[config.mk]
export PLATFORM = sky130hd
export DESIGN_NAME = rf_wport_arbiter
export DESIGN_NICKNAME = d
export VERILOG_FILES = /design/src/rtl/mips_abb_pkg.sv /design/src/rtl/rf_wreq_fifo.sv /design/src/rtl/rf_wport_arbiter.sv
export SDC_FILE = /design/constraint.sdc
export NUM_CORES = 1
export LEC_CHECK = 0
export CORE_UTILIZATION = 45
export DETAILED_ROUTE_END_ITERATION = 8
export PLACE_DENSITY = 0.7
export SLEW_MARGIN = 20
export SYNTH_ARGS = -nofsm -noshare
export SYNTH_HDL_FRONTEND = slang
export SYNTH_SLANG_ARGS = --single-unit
[constraint.sdc]
create_clock -name cpu_clk -period 5.4 [get_ports cpu_clk]
set_input_delay 1.08 -clock cpu_clk [delete_from_list [all_inputs] [get_ports cpu_clk]]
set_output_delay 1.08 -clock cpu_clk [all_outputs]
set_load 0.005 [all_outputs]
[src/rtl/mips_abb_pkg.sv]
// Shared MIPS core types: reset level, register address/word types and the
// register-file write-port request carried through the long-latency queue.
package mips_abb_pkg;

    localparam logic RESET = 1'b0;

    typedef logic [4:0]  reg_addr;
    typedef logic [31:0] reg_word;

    localparam reg_addr REG_ZERO = 5'd0;

    typedef struct packed {
        reg_addr add;
        reg_word data;
    } rf_wreq_t;

    localparam int WPORT_DEPTH  = 4;
    localparam int WPORT_STARVE = 8;

endpackage

[src/rtl/rf_wreq_fifo.sv]
// Small synchronous FIFO of register-file write requests with per-entry
// destination compares, so ID can tell whether a register has a queued write.
module rf_wreq_fifo
    import mips_abb_pkg::*;
#(
    parameter int DEPTH = WPORT_DEPTH,
    localparam int PW = $clog2(DEPTH),
    localparam int CW = PW + 1
) (
    input  logic          cpu_clk,
    input  logic          cpu_rst_n,
    input  logic          push,
    input  rf_wreq_t      push_req,
    input  logic          pop,
    output rf_wreq_t      head,
    output logic [CW-1:0] cnt,
    output logic          empty,
    output logic          full,
    input  reg_addr       chk_add1,
    input  reg_addr       chk_add2,
    input  reg_addr       chk_add3,
    output logic          match1,
    output logic          match2,
    output logic          match3
);

    rf_wreq_t         mem [DEPTH];
    logic [PW-1:0]    wr_ptr;
    logic [PW-1:0]    rd_ptr;
    logic [DEPTH-1:0] live;
    logic             do_push;
    logic             do_pop;

    assign empty   = (cnt == '0);
    assign full    = (cnt == CW'(DEPTH));
    assign do_push = push && !full;
    assign do_pop  = pop && !empty;
    assign head    = mem[rd_ptr];

    // NOTE: sequential state uses non-blocking (<=) so every flop samples pre-edge values.
    always_ff @(posedge cpu_clk) begin
        if (cpu_rst_n == RESET) begin
            wr_ptr <= '0;
            rd_ptr <= '0;
            cnt    <= '0;
        end else begin
            if (do_push) wr_ptr <= wr_ptr + PW'(1);
            if (do_pop)  rd_ptr <= rd_ptr + PW'(1);
            case ({do_push, do_pop})
                2'b10:   cnt <= cnt + CW'(1);
                2'b01:   cnt <= cnt - CW'(1);
                default: cnt <= cnt;
            endcase
        end
    end

    // NOTE: storage is not reset; only pointers and count are, which makes every entry dead.
    always_ff @(posedge cpu_clk) begin
        if (do_push) mem[wr_ptr] <= push_req;
    end

    // NOTE: every always_comb output gets a default first, so no latch can be inferred.
    always_comb begin
        live   = '0;
        match1 = 1'b0;
        match2 = 1'b0;
        match3 = 1'b0;
        for (int i = 0; i < DEPTH; i++) begin
            // Entry i is live when its distance from the read pointer is below the count.
            live[i] = (CW'(PW'(i) - rd_ptr) < cnt);
            if (live[i] && mem[i].add == chk_add1) match1 = 1'b1;
            if (live[i] && mem[i].add == chk_add2) match2 = 1'b1;
            if (live[i] && mem[i].add == chk_add3) match3 = 1'b1;
        end
    end

endmodule

[src/rtl/rf_wport_arbiter.sv]
// Arbitrates the register-file write port: WB always wins, long-latency results
// queue and drain on idle cycles, and a starvation timer requests a WB bubble.
module rf_wport_arbiter
    import mips_abb_pkg::*;
#(
    parameter int DEPTH      = WPORT_DEPTH,
    parameter int STARVE_MAX = WPORT_STARVE
) (
    input  logic                   cpu_clk,
    input  logic                   cpu_rst_n,
    input  logic                   wb_en,
    input  reg_addr                wb_add,
    input  reg_word                wb_data,
    input  logic                   lu_valid,
    output logic                   lu_ready,
    input  reg_addr                lu_add,
    input  reg_word                lu_data,
    output logic                   rf_write_en,
    output reg_addr                rf_write_add,
    output reg_word                rf_write_data,
    input  reg_addr                id_chk_add1,
    input  reg_addr                id_chk_add2,
    output logic                   id_busy1,
    output logic                   id_busy2,
    output logic                   stall_req,
    output logic [$clog2(DEPTH):0] fifo_cnt
);

    localparam int WW = $clog2(STARVE_MAX + 1);

    logic          run;
    logic          wb_sel;
    logic          push;
    logic          pop;
    logic          empty;
    logic          full;
    rf_wreq_t      head;
    logic          match1;
    logic          match2;
    logic          wb_hit;
    logic [WW-1:0] wait_cnt;
    logic [WW-1:0] wait_next;

    assign run      = (cpu_rst_n != RESET);
    assign wb_sel   = wb_en && (wb_add != REG_ZERO);
    // Ready depends only on registered occupancy, never on this cycle's pop.
    assign lu_ready = run && !full;
    assign push     = lu_valid && lu_ready && (lu_add != REG_ZERO);
    assign pop      = run && !wb_sel && !empty;

    rf_wreq_fifo #(.DEPTH(DEPTH)) u_fifo (
        .cpu_clk  (cpu_clk),
        .cpu_rst_n(cpu_rst_n),
        .push     (push),
        .push_req ('{add: lu_add, data: lu_data}),
        .pop      (pop),
        .head     (head),
        .cnt      (fifo_cnt),
        .empty    (empty),
        .full     (full),
        .chk_add1 (id_chk_add1),
        .chk_add2 (id_chk_add2),
        .chk_add3 (wb_add),
        .match1   (match1),
        .match2   (match2),
        .match3   (wb_hit)
    );

    always_comb begin
        rf_write_en   = 1'b0;
        rf_write_add  = REG_ZERO;
        rf_write_data = '0;
        if (run && wb_sel) begin
            rf_write_en   = 1'b1;
            rf_write_add  = wb_add;
            rf_write_data = wb_data;
        end else if (pop) begin
            rf_write_en   = 1'b1;
            rf_write_add  = head.add;
            rf_write_data = head.data;
        end
    end

    // The head being popped still counts as busy; ID sees its value via the regfile bypass.
    assign id_busy1 = run && (id_chk_add1 != REG_ZERO) && match1;
    assign id_busy2 = run && (id_chk_add2 != REG_ZERO) && match2;

    always_comb begin
        wait_next = wait_cnt;
        if (empty || pop)
            wait_next = '0;
        else if (wait_cnt < WW'(STARVE_MAX))
            wait_next = wait_cnt + WW'(1);
    end

    always_ff @(posedge cpu_clk) begin
        if (cpu_rst_n == RESET) begin
            wait_cnt  <= '0;
            stall_req <= 1'b0;
        end else begin
            wait_cnt  <= wait_next;
            stall_req <= (wait_next >= WW'(STARVE_MAX));
        end
    end

    // ID must interlock on busy, so WB may never target a register that is still queued.
    always_ff @(posedge cpu_clk) begin
        if (run && wb_sel)
            assert (!wb_hit)
            else $error("rf_wport_arbiter: WB writes r%0d while a queued write targets it", wb_add);
    end

endmodule
**Word level (Yosys, flattened, before mapping)**

Memories as Yosys holds them, arrays and structs flattened. A register that Yosys moved wholly into a read port is not among the register bits.
Cells that the tools add are included.

- Register bits: 12
- Bits in latches: 0
- RAM bits: 148
- Memory bits (read-only): 0
- Input bits: 88
- Output and inout bits: 45
- Word-level logic and storage cells: 84
- Memories: 1

Memory list:

| name | words | bits a word | rd ports | clocked after Yosys merged registers in | write ports | line | RTL |
|---|---|---|---|---|---|---|---|
| u_fifo.mem | 4 | 37 | 5 | 1 | 1 | rf_wreq_fifo.sv:27 | `rf_wreq_t mem [DEPTH];` |

- $add $sub $neg: 9
- Multipliers: 0
- Divide/modulo/power cells: 0
- $lt $le $gt $ge: 6
- Equal/unequal tests: 11
- Shifts and indexed selects: 0
- Mux-type cells: 21
- Bitwise operators: 0
- Reduce and logical (&&, ||, !) cells: 31

Operators by type and width:

| cell | number |
|---|---|
| two-way mux 32 bit | 2 |
| == test 5 bit | 8 |
| logical AND 1 bit | 21 |
| nonzero test 5 bit | 4 |
| less-than comparator 3 bit | 4 |
| two-way mux 1 bit | 12 |
| two-way mux 5 bit | 2 |
| two-way mux 4 bit | 2 |
| one-hot mux 3 bit (2 select lines) | 1 |
| subtractor 1 x 2 -> 3 bit, first input constant | 2 |
| subtractor 2 x 2 -> 3 bit, first input constant | 2 |
| adder 2 x 1 -> 2 bit, second input constant | 2 |
| adder 4 x 1 -> 4 bit, second input constant | 1 |
| greater-or-equal comparator 4 bit, second input constant | 1 |
| less-than comparator 4 bit, second input constant | 1 |
| two-way mux 2 bit | 2 |
| adder 3 x 1 -> 3 bit, second input constant | 1 |
| == test 3 bit, second input constant | 1 |
| zero test 1 bit | 3 |
| zero test 3 bit | 1 |
| subtractor 3 x 1 -> 3 bit, second input constant | 1 |
| == test 2 x 1 -> 1 bit, second input constant | 1 |
| == test 2 bit, second input constant | 1 |
| nonzero test 2 bit | 1 |
| logical OR 1 bit | 1 |

**Longest topological paths before layout**

Gate-level depths: netlist of run 1.

- Word-level depth: 8
- Gate-level depth with buffers: 10
- Depth with buffers taken out: 9

**Modules after synthesis**

Synthesis of run 1 repeated with hierarchy kept, for this count alone.

- Cell total of the unflattened synthesis: 616
- Area total of the unflattened synthesis: 8,609.5 um^2

By module, submodules not included:

| module | times used | cells each | area an instance (um^2) |
|---|---|---|---|
| rf_wreq_fifo | 1 | 359 | 6,791.5 |
| rf_wport_arbiter | 1 | 257 | 1,818.0 |

**Worst setup path before layout of run 1**

OpenSTA, ideal clock, no wires.

- Path kind: in2reg
- Start: in cpu_rst_n
- End: mem u_fifo.mem[0][0] (netlist bit), enable pin
- Arrival time: 3.318 ns
- Setup slack: 1.651 ns
- Stages on the path: 4
- Path buffers: 0
- Path through: clkinv_1 > a21oi_1 > o211ai_2 > nor2_1

- Longest elaborated chain between the ends: 6

Ends and longest elaborated chain:

| item | line | RTL |
|---|---|---|
| start, declared | rf_wport_arbiter.sv:10 | `input logic cpu_rst_n,` |
| logical AND 1 bit | rf_wport_arbiter.sv:47 | `assign lu_ready = run && !full;` |
| net lu_ready | rf_wport_arbiter.sv:15 | `output logic lu_ready,` |
| logical AND 1 bit (2 in series) | rf_wport_arbiter.sv:48 | `assign push = lu_valid && lu_ready && (lu_add != REG_ZERO);` |
| logical AND 1 bit | rf_wreq_fifo.sv:36 | `assign do_push = push && !full;` |
| two-way mux 1 bit | rf_wreq_fifo.sv:59 | `if (do_push) mem[wr_ptr] <= push_req;` |
| two-way mux 1 bit (implied by the code) | rf_wreq_fifo.sv:59 |  |
| end, declared | rf_wreq_fifo.sv:27 |  |

The timed path passes the listed nets, and every way through them passes these cells.

**Final worst setup path of run 1**

- Start: in wb_add[1]
- End: out rf_write_data[1]

- Longest elaborated chain between the ends: 7

Ends and longest elaborated chain:

| item | line | RTL |
|---|---|---|
| start, declared | rf_wport_arbiter.sv:12 | `input reg_addr wb_add,` |
| nonzero test 5 bit (*) | rf_wport_arbiter.sv:45 | `assign wb_sel = wb_en && (wb_add != REG_ZERO);` |
| logical AND 1 bit (*) | rf_wport_arbiter.sv:45 |  |
| zero test 1 bit | rf_wport_arbiter.sv:49 | `assign pop = run && !wb_sel && !empty;` |
| logical AND 1 bit (2 in series) | rf_wport_arbiter.sv:49 |  |
| two-way mux 32 bit | rf_wport_arbiter.sv:77 | `end else if (pop) begin` |
| two-way mux 32 bit (*) | rf_wport_arbiter.sv:73 | `if (run && wb_sel) begin` |
| end, declared | rf_wport_arbiter.sv:20 | `output reg_word rf_write_data,` |

Every way passes the cells marked *; elsewhere a longest branch is shown, timed or not.

==> results of run 1 <==
-- final cells by class --
type	count	share of cell area, %
well taps	211	2.87
clock inverters	12	1.01
flip-flops and latches	162	51.4
clock buffers	20	4.75
repair buffers	141	15.4
multi-input cells	207	24.1
inverters	13	0.531
-- sequential cells by signal, indices dropped and copies added, names as in the netlist, named ones only --
signal / flops
u_fifo.wr_ptr: 2
u_fifo.rd_ptr: 2
stall_req: 1
wait_cnt: 4
u_fifo.mem: 148
u_fifo.cnt: 3
-- metal layers --
metal | up-vias | wire, um | GRT usage (%)
met2 | 112 | 7520 | 33.3
met4 | 0 | 186 | 6.02
met5 | - | 0 | 0
met3 | 14 | 761 | 5.32
met1 | 2051 | 6910 | 26.1
li1 | 1888 | - | -
-- placed cells by master, fill, tap and decap left out, types with 3 or more instances in the layout --
master / instances
a22o_1: 37
xnor2_1: 23
nor3_1: 6
nor2_1: 11
inv_1: 12
mux4_2: 37
buf_4: 7
a31oi_1: 4
a21oi_1: 5
nor2b_1: 3
clkbuf_1: 3
nand4_1: 4
mux2i_1: 5
clkbuf_16: 17
ha_1: 15
dfxtp_1: 12
nand3_1: 4
edfxtp_1: 148
clkinv_1: 3
clkdlybuf4s50_1: 132
xor2_1: 22
o21ai_0: 4
or4_1: 4
nor2_4: 5
clkinv_2: 6
nand2_1: 6
-- worst paths after layout --
check / to / start / slack [ps] / cells after the start
hold / removal: wait_cnt[2]$_SDFF_PN0_ / wait_cnt[2]$_SDFF_PN0_ / 540 / 2
setup reg to reg: u_fifo.cnt[2]$_SDFFE_PN0P_ / u_fifo.cnt[0]$_SDFFE_PN0P_ / 2680 / 8
hold reg to reg: wait_cnt[2]$_SDFF_PN0_ / wait_cnt[2]$_SDFF_PN0_ / 540 / 2
setup / recovery: rf_write_data[1] / wb_add[1] / 820 / 7
-- stage by stage --
| step | instances | instance area (sq um) | hold WS (ps) |
|---|---|---|---|
| 6_report | 766 | 9200 | 540 |
| 4_1_cts | 765 | 9180 | 542 |
| 3_5_place_dp | 733 | 8650 | 527 |
| 5_1_grt | 766 | 9200 | 559 |
| 3_3_place_gp | 733 | 8650 | 503 |
| 2_1_floorplan | 408 | 7090 | 484 |
-- cell families after synthesis --
kind of cell / count (synthesis)
compound gates: 58
xor+xnor: 45
fa+ha+maj: 16
buf+inv: 39
flops: 162
mux: 42
simple gates: 46
-- worst register-to-register path, delay by kind of cell (launching register included) --
family / cells / cell delay (ps)
xor gates and xnor gates: 1 / 140
adders and majority gates: 2 / 740
and+or+nand+nor: 2 / 430
AOI/OAI and AO/OA: 3 / 860
DFF: 1 / 490
-- report_power, final --
part | switching [mW] | internal [mW] | total, mW | leakage (nW)
Sequential | 0.0278 | 1.41 | 1.43 | 1.46
Clock | 0.452 | 0.626 | 1.08 | 0.262
Combinational | 0.180 | 0.237 | 0.416 | 1.29
==> impl_metrics.toml, run 1 <==
[power_and_ir_drop]
cellPowerDensity_nw_per_um2 = 318
total_power_mw = 2.93
p_leak_nw = 3.01
peakVddDrop_uv = 207

[layout]
area_growth_pct = 29.7
nFillCells = 1207
multi_input_area_sq_um = 2210
nNetsFinal = 646
drive_gt1_share_pct = 15.0
antenna_cells = 0
seqCellArea_sq_um = 4730
fin_util_pct = 60.1

[global_route]
antenna_found_initial = 0
grt_pass1_wl_um = 23700
grt-ovfl-total = 0
grt_usage_pct = 20.1
grt_max_degree = 38
grt_pass1_vias = 4292

[routing]
ant_nets = 0
drtIter0Drc = 265
drt_wl_total_um = 15400
drt_first_pass_iters = 4
wl_per_cell_um = 20.1
drcViolationCount = 0
vias_per_cell = 5.31
num_vias = 4065

[yosys]
synth_top_family_by_area = "multiplexers"
synth-edff-count = 148
syn_area_per_cell_sq_um = 17.4
synth_ff_type = "edfxtp_1"
synth_adder_area_share_pct = 2.93
synth_compound_area_share_pct = 6.57
ys_ff_latch = 162
synth_top_cell_by_area = "edfxtp_1"
synth_mux_area_share_pct = 12.5
yosys_warnings = 0
syn-cell-area_sq_um = 7090
synth-simple-area-share_pct = 3.18
syn_nets = 512
synth-xor-area-share_pct = 5.56
synthDistinctLibCells = 36
synth_area_leaders = "edfxtp_1 (63%), mux4_2 (12%), a22o_1 (4.6%), dfxtp_1 (4.0%), xnor2_1 (2.8%)"
ys_seq_area_share_pct = 66.6
synth_top_area_share_pct = 62.7
synth_common_cells = "edfxtp_1 (148), a22o_1 (37), mux4_2 (37)"
ys_async_sr_fraction_pct = 0
syn_inst = 408
post-synth-top-count-cell = "edfxtp_1"

[critical_path]
cpPeakStageDelay_ps = 540
cp_common_cell = "clkdlybuf4s50_1"
path_delay_family = "buffers and inverters"
path_buf_inv = 3
startpoint_type = "input pin"
crit_fanout = 20
arrival_ps = 3500
end_kind = "output port"
worstPathCellList = "clkdlybuf4s50_1 -> or4_1 -> o21ai_2 -> o311a_2 -> buf_4 -> a22o_1 -> clkdlybuf4s50_1"
cp.required_ps = 4320
slowest_stage = "or4_1"
crit_type = "in -> out"

[clock_tree]
cts_buffers = 17
post_cts_buffers = 0
htreeDepth = 4
cts_tree = "done"
clock_path_buffers = 2
clockRootBuffer = "clkbuf_16"
cts.reportedPaths.clkPinSlew_ps = 60
hold_buffers = 0
clock-sinks = 162
postCtsResizedCells = 0
insertion_delay_ps = 410

[die]
fp.dieH_um = 128
io_pins = 133
core_sq_um = 15300
die_x_um = 128
start_util_pct = 46.3
die_area_sq_um = 16300
row_count = 45

[timing]
worst_pin_slew_ps = 680
fin_ws_ps = 821
fin_worst_skew_ps = 8.25
setup_violations = 0
maxSlewViolCount = 0
maxSlewHeadroom_pct = 54.5
rsz0062_at_grt = "no"
fmax_mhz = 218
setup_tns_ps = 0
hold_violations = 0
fin_crit_ps = 4580
post-route-period-util_pct = 84.8

[run]
cap_violations = 0

[place]
dp_hpwl_um = 10200
port_buffers = 132
dp_slack_ps = 813
gp_congestion = 0.851

[run_status]
outcome = "complete, no violations"

[worst_hold_path]
hold_class = "reg -> reg"
Note: power is estimated with default switching activity, not from simulation.
==> inputs of run 2 (changes only) <==
--- a/config.mk
+++ b/config.mk
@@ -7,7 +7,7 @@
 export LEC_CHECK = 0
 export CORE_UTILIZATION = 45
 export DETAILED_ROUTE_END_ITERATION = 8
-export PLACE_DENSITY = 0.7
+export PLACE_DENSITY = 0.73
 export SLEW_MARGIN = 20
 export SYNTH_ARGS = -nofsm -noshare
 export SYNTH_HDL_FRONTEND = slang
==> constraint.sdc (replaced) <==
create_clock -name cpu_clk -period 3.8 [get_ports cpu_clk]
set_input_delay 0.76 -clock cpu_clk [delete_from_list [all_inputs] [get_ports cpu_clk]]
set_output_delay 0.76 -clock cpu_clk [all_outputs]
set_load 0.005 [all_outputs]
==> impl_metrics.toml, run 2 (synthesized netlist as in run 1, its figures left out) <==
[run_status]
outcome = "finished with violations"
violations = "negative setup slack"

[layout]
final_common_cell = "edfxtp_1"
seqCellArea_sq_um = 4730
largest_reg_flops = 148
drive_gt1_share_pct = 18.6
nNetsFinal = 662
fin_cells = 782
most-common-layout-cells = "edfxtp_1 (148), clkdlybuf4s50_1 (101), mux4_2 (37), a22o_1 (37), dlymetal6s2s_1 (31)"
nFillCells = 1095
top_register = "u_fifo.mem"
antenna_cells = 0
area_growth_pct = 34.6
reg_top3 = "u_fifo.mem (148), wait_cnt (4), u_fifo.cnt (3)"
multi_input_area_sq_um = 2260

[clock_tree]
htreeDepth = 4
cts_tree = "done"
clock-sinks = 162
hold_buffers = 0
cts.reportedPaths.clkPinSlew_ps = 60
clockRootBuffer = "clkbuf_16"
clock_path_buffers = 2
cts_buffers = 17
insertion_delay_ps = 420

[critical_path]
slowest_stage = "or4_4"
cpPeakStageDelay_ps = 550
cp.required_ps = 3040
cp-startpoint = "wb_add[1]"
startpoint_type = "input pin"
reg2reg_slack_ps = 1310
cp.depth = 7
crit_fanout = 19
endpoint = "rf_write_data[30]"
r2r-start = "u_fifo.cnt[0]$_SDFFE_PN0P_"
arrival_ps = 3050
path_buf_inv = 3
timing.rr.end = "u_fifo.cnt[2]$_SDFFE_PN0P_"
path_delay_family = "buffers and inverters"
crit_type = "in -> out"
worstPathCellList = "clkdlybuf4s50_1 -> or4_4 -> o21ai_4 -> o311a_4 -> buf_12 -> a22o_1 -> clkdlybuf4s50_1"
ff2ff_path_depth = 8
cp_common_cell = "clkdlybuf4s50_1"
end_kind = "output port"

[place]
dp_slack_ps = -110
dp_hpwl_um = 10300
port_buffers = 132
gp_congestion = 0.838
dp_cells = 741

[die]
row_count = 45
fp.dieH_um = 128
io_pins = 133
die_area_sq_um = 16300
core_sq_um = 15300
die_x_um = 128
start_util_pct = 46.3

[worst_hold_path]
holdPathStages = 1
hold_class = "reg -> reg"

[power_and_ir_drop]
intPower_mw = 3.26
p_leak_nw = 3.61
combPwrFrac_pct = 14.8
cellPowerDensity_nw_per_um2 = 447
clkPwrFrac_pct = 37.4
switchingPower_mw = 1.00
netSwitchingFraction_pct = 23.5
peakVddDrop_uv = 321
total_power_mw = 4.27
p_seq_share_pct = 47.8

[routing]
drtIter0Drc = 196
drt_first_pass_iters = 4
num_vias = 4205
wl_per_cell_um = 20.7
vias_per_cell = 5.38
drcViolationCount = 0
ant_nets = 0
drt_wl_total_um = 16200

[timing]
post-route-period-util_pct = 100
maxSlewHeadroom_pct = 52.7
setup_violations = 1
fin_crit_ps = 3810
fin_ws_ps = -13.0
fmax_mhz = 262
fin_worst_skew_ps = 4.74
hold_violations = 0
rsz0062_at_grt = "yes"
worst_pin_slew_ps = 707
maxSlewViolCount = 0

[global_route]
grt_pass1_vias = 4447
grt_max_degree = 34
grt-ovfl-total = 0
grt_usage_pct = 21.1
grt_pass1_wl_um = 24600
antenna_found_initial = 0

[run]
cap_violations = 0
run 2: cell types whose count changed in the layout (fill, tap and decap cells not counted), sizes merged:
cell | previous run | this run
clkdlybuf4s50 | 132 | 101
clkbuf | 20 | 18
clkinv | 11 | 7
nor2 | 16 | 17
clkinvlp | 1 | 4
inv | 12 | 16
buf | 9 | 23
dlymetal6s2s | 0 | 31
run 2: stage by stage:
step	utilization [%]	cell area [sq um]	setup TNS [ps]	hold slack [ps]
6_report	62.3	9540	-13.0	517
3_5_place_dp	57.4	8780	-3170	550
2_1_floorplan	-	7090	0	484
3_3_place_gp	57.4	8780	-1380	501
4_1_cts	61.2	9370	0	569
5_1_grt	62.3	9540	-214	560
run 2: timing repair:
item | in CTS | in global routing
endpoints found under the setup margin | 37 | 38
buffers inserted | 0 | 7
gates resized for setup | 4 | 34
cloned | 1 | 1
pin swaps | 2 | 3
run 2: cell type report:
class | instances | share of cell area [%]
clock buffers | 17 | 4.46
clock inverters | 15 | 1.39
inverters | 13 | 0.511
multi-input cells | 208 | 23.7
flip-flops and latches | 162 | 49.6
well taps | 211 | 2.77
repair buffers | 156 | 17.7
run 2: layer usage:
layer,global-route usage [%],vias to the layer above,part of all wire [%]
li1,-,1925,-
met1,26.8,2122,42
met2,35.8,144,50
met3,5.40,14,6.2
met4,6.02,0,1.1
met5,0,-,0
run 2: worst min-delay path by stage:
stage | startpoint | to | slack [ps]
after floorplan | wait_cnt[2]$_SDFF_PN0_ | wait_cnt[2]$_SDFF_PN0_ | 480
after global placement | wait_cnt[2]$_SDFF_PN0_ | wait_cnt[2]$_SDFF_PN0_ | 500
after detailed placement | wait_cnt[2]$_SDFF_PN0_ | wait_cnt[2]$_SDFF_PN0_ | 550
after CTS | wait_cnt[2]$_SDFF_PN0_ | wait_cnt[2]$_SDFF_PN0_ | 570
after global routing | u_fifo.rd_ptr[0]$_SDFFE_PN0P_ | u_fifo.rd_ptr[0]$_SDFFE_PN0P_ | 560
final | u_fifo.rd_ptr[0]$_SDFFE_PN0P_ | u_fifo.rd_ptr[0]$_SDFFE_PN0P_ | 520
run 2: power by group through the flow:
stage               logic, mW  clock network (mW)  registers (mW)
finish                  0.630                1.60            2.04
global route            0.682                1.70            2.05
CTS                     0.627                1.62            2.04
detailed placement      0.615                   0            2.08
global placement        0.605                   0            2.08
floorplan               0.338                   0            2.05
